## config.mk

```make
export PLATFORM = sky130hd
export DESIGN_NAME = cp0_tlb_regs
export DESIGN_NICKNAME = d
export VERILOG_FILES = /design/src/rtl/cp0_tlb_regs.sv
export SDC_FILE = /design/constraint.sdc
export NUM_CORES = 1
export LEC_CHECK = 0
export CAP_MARGIN = 40
export CORE_ASPECT_RATIO = 1.25
export CORE_MARGIN = 2
export CORE_UTILIZATION = 30
export CTS_CLUSTER_SIZE = 16
export DETAILED_ROUTE_END_ITERATION = 8
export GPL_ROUTABILITY_DRIVEN = 1
export HOLD_SLACK_MARGIN = 0.08
export PLACE_DENSITY = 0.68
export RECOVER_POWER = 25
export SLEW_MARGIN = 25
export SYNTH_ARGS = -nofsm -noshare
export SYNTH_HDL_FRONTEND = slang
export SYNTH_SLANG_ARGS = --single-unit
```

## constraint.sdc

```tcl
create_clock -name clk -period 2.3 [get_ports clk]
set_clock_uncertainty 0.15 [all_clocks]
set_input_delay 0.46 -clock clk [delete_from_list [all_inputs] [get_ports clk]]
set_output_delay 0.46 -clock clk [all_outputs]
set_load 0.02 [all_outputs]
```

## src/rtl/cp0_tlb_regs.sv

```systemverilog
// rtl/cp0_tlb_regs.sv - CP0 register bank: Index/Random/EntryLo/EntryHi/Context/Status/Cause/EPC.
// Answers mtc0/mfc0, exception/eret updates and drives the TLB write port.
module cp0_tlb_regs #(
  parameter int TLB_ENTRIES = 8,
  parameter int IDX_W       = 3
) (
  input  logic             clk,
  input  logic             clrn,
  input  logic [31:0]      wd,
  input  logic             windex,
  input  logic             wentlo,
  input  logic             wcontx,
  input  logic             wenthi,
  input  logic             wepc,
  input  logic             wcau,
  input  logic             wsta,
  input  logic             exce,
  input  logic             eret,
  input  logic             itlb_exce,
  input  logic             dtlb_exce,
  input  logic [1:0]       sepc,
  input  logic [31:0]      vpc,
  input  logic [31:0]      pcd,
  input  logic [31:0]      pcm,
  input  logic [31:0]      pcw,
  input  logic [31:0]      i_vaddr,
  input  logic [31:0]      d_vaddr,
  input  logic [31:0]      cause_in,
  input  logic [1:0]       c0rn,
  input  logic             tlbwr,
  output logic [31:0]      sta,
  output logic [31:0]      epc,
  output logic [31:0]      c0_rdata,
  output logic [IDX_W-1:0] tlb_widx,
  output logic [19:0]      tlb_wvpn,
  output logic [31:0]      tlb_wpte
);

  localparam logic [IDX_W-1:0] RANDOM_TOP = IDX_W'(TLB_ENTRIES - 1);

  logic [IDX_W-1:0] index_q, index_d;
  logic [IDX_W-1:0] random_q, random_d;
  logic [31:0]      entrylo_q, entrylo_d;
  logic [19:0]      vpn_q, vpn_d;
  logic [9:0]       ptebase_q, ptebase_d;
  logic [19:0]      badvpn_q, badvpn_d;
  logic [31:0]      sta_q, sta_d;
  logic [31:0]      cause_q, cause_d;
  logic [31:0]      epc_q, epc_d;
  logic [31:0]      epc_src;
  logic [31:0]      context_w;

  always_comb begin
    epc_src = vpc;
    case (sepc)
      2'b00: epc_src = vpc;
      2'b01: epc_src = pcd;
      2'b10: epc_src = pcm;
      2'b11: epc_src = pcw;
      default: epc_src = vpc;
    endcase
  end

  always_comb begin
    index_d   = index_q;
    random_d  = (random_q == '0) ? RANDOM_TOP : random_q - IDX_W'(1);
    entrylo_d = entrylo_q;
    vpn_d     = vpn_q;
    ptebase_d = ptebase_q;
    badvpn_d  = badvpn_q;
    sta_d     = sta_q;
    cause_d   = cause_q;
    epc_d     = epc_q;

    if (windex) index_d = wd[IDX_W-1:0];
    if (wentlo) entrylo_d = wd;

    // Instruction-side TLB faults take precedence over data-side ones.
    if (itlb_exce)      vpn_d = i_vaddr[31:12];
    else if (dtlb_exce) vpn_d = d_vaddr[31:12];
    else if (wenthi)    vpn_d = wd[31:12];

    if (wcontx) ptebase_d = wd[31:22];
    if (itlb_exce)      badvpn_d = i_vaddr[31:12];
    else if (dtlb_exce) badvpn_d = d_vaddr[31:12];

    // Status holds a 4-bit-per-level mode stack: push on exception, pop on eret.
    if (wsta) begin
      if (exce)      sta_d = sta_q << 4;
      else if (eret) sta_d = sta_q >> 4;
      else           sta_d = wd;
    end

    if (wcau) cause_d = exce ? cause_in : wd;
    if (wepc) epc_d = exce ? epc_src : wd;
  end

  always_ff @(posedge clk or negedge clrn) begin
    if (!clrn) begin
      index_q   <= '0;
      random_q  <= RANDOM_TOP;
      entrylo_q <= '0;
      vpn_q     <= '0;
      ptebase_q <= '0;
      badvpn_q  <= '0;
      sta_q     <= '0;
      cause_q   <= '0;
      epc_q     <= '0;
    end else begin
      index_q   <= index_d;
      random_q  <= random_d;
      entrylo_q <= entrylo_d;
      vpn_q     <= vpn_d;
      ptebase_q <= ptebase_d;
      badvpn_q  <= badvpn_d;
      sta_q     <= sta_d;
      cause_q   <= cause_d;
      epc_q     <= epc_d;
    end
  end

  assign context_w = {ptebase_q, badvpn_q, 2'b00};

  always_comb begin
    c0_rdata = context_w;
    case (c0rn)
      2'b00: c0_rdata = context_w;
      2'b01: c0_rdata = sta_q;
      2'b10: c0_rdata = cause_q;
      2'b11: c0_rdata = epc_q;
      default: c0_rdata = context_w;
    endcase
  end

  assign sta      = sta_q;
  assign epc      = epc_q;
  assign tlb_widx = tlbwr ? random_q : index_q;
  assign tlb_wvpn = vpn_q;
  assign tlb_wpte = entrylo_q;

endmodule

```

==> metrics.md <==
| Metric | Value |
|---|---|
| Cell row count | 75 |
| Setup CP Type | flop to primary output |
| Chip height | 209 µm |
| WL/cell | 22.3 µm |
| Crit path DAT | 1.66 ns |
| Simple-Gate Fraction of Synth Area | 8.33% |
| Worst hold slack | 0.260 ns |
| Routed wire length | 38900 µm |
| CP Launch Type | flop |
| Seq/Total Area, Yosys | 45.6% |
| H-tree depth | 4 |
| Yosys warns | 0 |
| CTS sink cnt | 184 |
| Mapped Nets | 1165 |
| Final setup viols | 0 |
| Total power draw | 10.3 mW |
| Drt initial violations | 584 |
| Dpl cell area | 14900 µm² |
| GR Overflow Total | 0 |
| Clock Latency Late Sink | 0.44 ns |
| Starting Density | 30.2% |
| Final period util | 98.5% |
| Max Clk Rate | 441 MHz |
| Top_reg_cell synth | dfrtp_1 |
| Post-place setup slack | -0.216 ns |
| Max cap viols | 0 |
| Worst-path clk slew | 0.07 ns |
| Total core area | 33400 µm² |
| CTS tree | yes |
| Io pins | 425 |
| Initial antenna violation count | 1 |
| CTS root buffer | clkbuf_16 |
| CTS max path bufs | 2 |
| Actual slew at the worst max-slew pin | 1.26 ns |
| Final Cell Area | 15400 µm² |
| DRT antenna net count | 0 |
| Pin count of the biggest net entering global routing | 108 |
| DR vias/cell | 5.12 |
| Vias in the first global route | 9255 |
| Clock buffer count from CTS | 17 |
| Cell Area, Synth | 10100 µm² |
| DR pass1 iterations | 5 |
| Synth Area in Adders | 0.248% |
| Die Wd | 168 µm |
| Port Buffers | 400 |
| CP Max Fanout | 4 |
| Setup TNS Final | 0 ns |
| Most frequent cells in the layout | clkdlybuf4s50_1 (349), dfrtp_1 (177), a21oi_1 (122) |
| Synth Area in Compound Gates | 15.1% |
| Nets | 1581 |
| Core Util, Final | 46.2% |
| Post-layout min period | 2.27 ns |
| Final Max Tran Viols | 0 |
| Post-synth cell types | 32 |
| Mean area per synthesized cell | 11.4 µm² |
| Most common cell after layout, fill and taps aside | clkdlybuf4s50_1 |
| Rel. slew slack | 16.1% |
| Dpl cells | 1708 |
| Post-route DRC | 0 |
| Ys async rst share | 100% |
| Critical path required time | 1.69 ns |
| Vias | 8927 |
| Area Overhead vs Synth | 52.8% |
| Maximum vdd ir drop | 0.376 mV |
| Status | finished clean |
| Pwr dens | 670 nW/µm² |
| Mapped Cells | 889 |
| Flop2flop setup slack | 0.89 ns |
| Hold Path Class | input port to flop |
| Setup Fix Bufs, Post-CTS | 0 |
| Largest family of logic cells by synthesized area | multiplexers |
| Critical Path End Type | primary output |
| Setup ws final | 0.0341 ns |
| Fin. Hold Viols | 0 |
| Final Instance Count excl. Fillers | 1742 |
| Die Area | 35200 µm² |
| Routability cong. | 0.829 |
| GRT Overall Usage | 22.2% |
| Leakage power | 6.40 nW |
| Share of layout cells above drive strength 1 | 25.3% |
| RSZ-0062 raised after global routing | no |
| XOR/XNOR share of the synthesized area | 0% |
| Synth Register Bits | 184 |
| Global-route wire length before repair | 58200 µm |
| Post-synth EDFFs | 0 |
| DP HPWL | 29800 µm |
| Mux contribution to synthesized area | 26.0% |
-- where the power goes --
| part | internal [mW] | switching, mW | total [mW] |
|---|---|---|---|
| sequential | 3.62 | 0.270 | 3.89 |
| clock | 1.64 | 1.42 | 3.05 |
| combinational | 1.74 | 1.66 | 3.40 |
| total | 6.99 | 3.35 | 10.3 |
-- cell usage after synthesis, drive strengths merged (3+ instances only) --
cell type  count  area share [%]
dfrtp        181              45
mux2         138              17
a21oi        122             6.0
nor2          89             3.3
nand2         64             2.4
buf           45             3.0
o21ai         44             2.2
nor2b         35             2.2
a221oi        32             4.8
clkbuf        30             1.2
mux4          30             6.7
mux2i         28             2.8
a22oi         20             1.5
inv           10            0.37
o22ai          4            0.25
dfstp          3            0.78
nor3b          3            0.22
-- worst max-delay path, cell delays in order (launching register included) --
cell and delay (ns):
dfrtp_1 0.40, buf_4 0.16, clkdlybuf4s50_1 0.66
-- worst paths after layout --
path | startpoint | to | depth (start not counted)
max | sta[24]$_DFFE_PN0P_ | sta[24] | 2
min | wsta | sta[28]$_DFFE_PN0P_ | 3
max reg2reg | sta[19]$_DFFE_PN0P_ | sta[23]$_DFFE_PN0P_ | 4
min reg2reg | random_q[0]$_DFF_PN1_ | random_q[0]$_DFF_PN1_ | 1
max in group asynchronous | clrn | sta[28]$_DFFE_PN0P_ | 3
min in group asynchronous | clrn | sta[14]$_DFFE_PN0P_ | 2
-- kinds of logic after synthesis --
kind of cell / Yosys count
buf+inv: 85
fa+ha+maj: 2
mux: 196
simple gates: 195
compound gates: 227
flops: 184
-- per-layer routing --
metal,wire length [µm],track usage [%]
met3,2060,3.83
met2,19900,38.6
met4,1370,9.16
met1,15500,27.1
met5,0,0
-- state kept, by name (all words and copies together) (netlist names) --
register   count
ptebase_q     10
badvpn_q      20
index_q        3
tlb_wvpn      20
tlb_wpte      32
sta           32
epc           32
random_q       3
cause_q       32
-- layout make-up --
class,instances,area (µm²)
multi-input cells,620,5040
fillers,3141,18000
clock inverters,14,161
clock buffers,18,429
well taps,423,529
diodes,1,2.50
repair buffers,472,4620
flip-flops and latches,184,4610
inverters,10,37.5
-- timing repair --
action | in CTS | in global routing
setup endpoints to repair | 35 | 21
endpoints found under the hold margin | 42 | 0
hold buffers | 1 | 0
resized for setup | 69 | 22
Power figures use the tool's default switching activity.
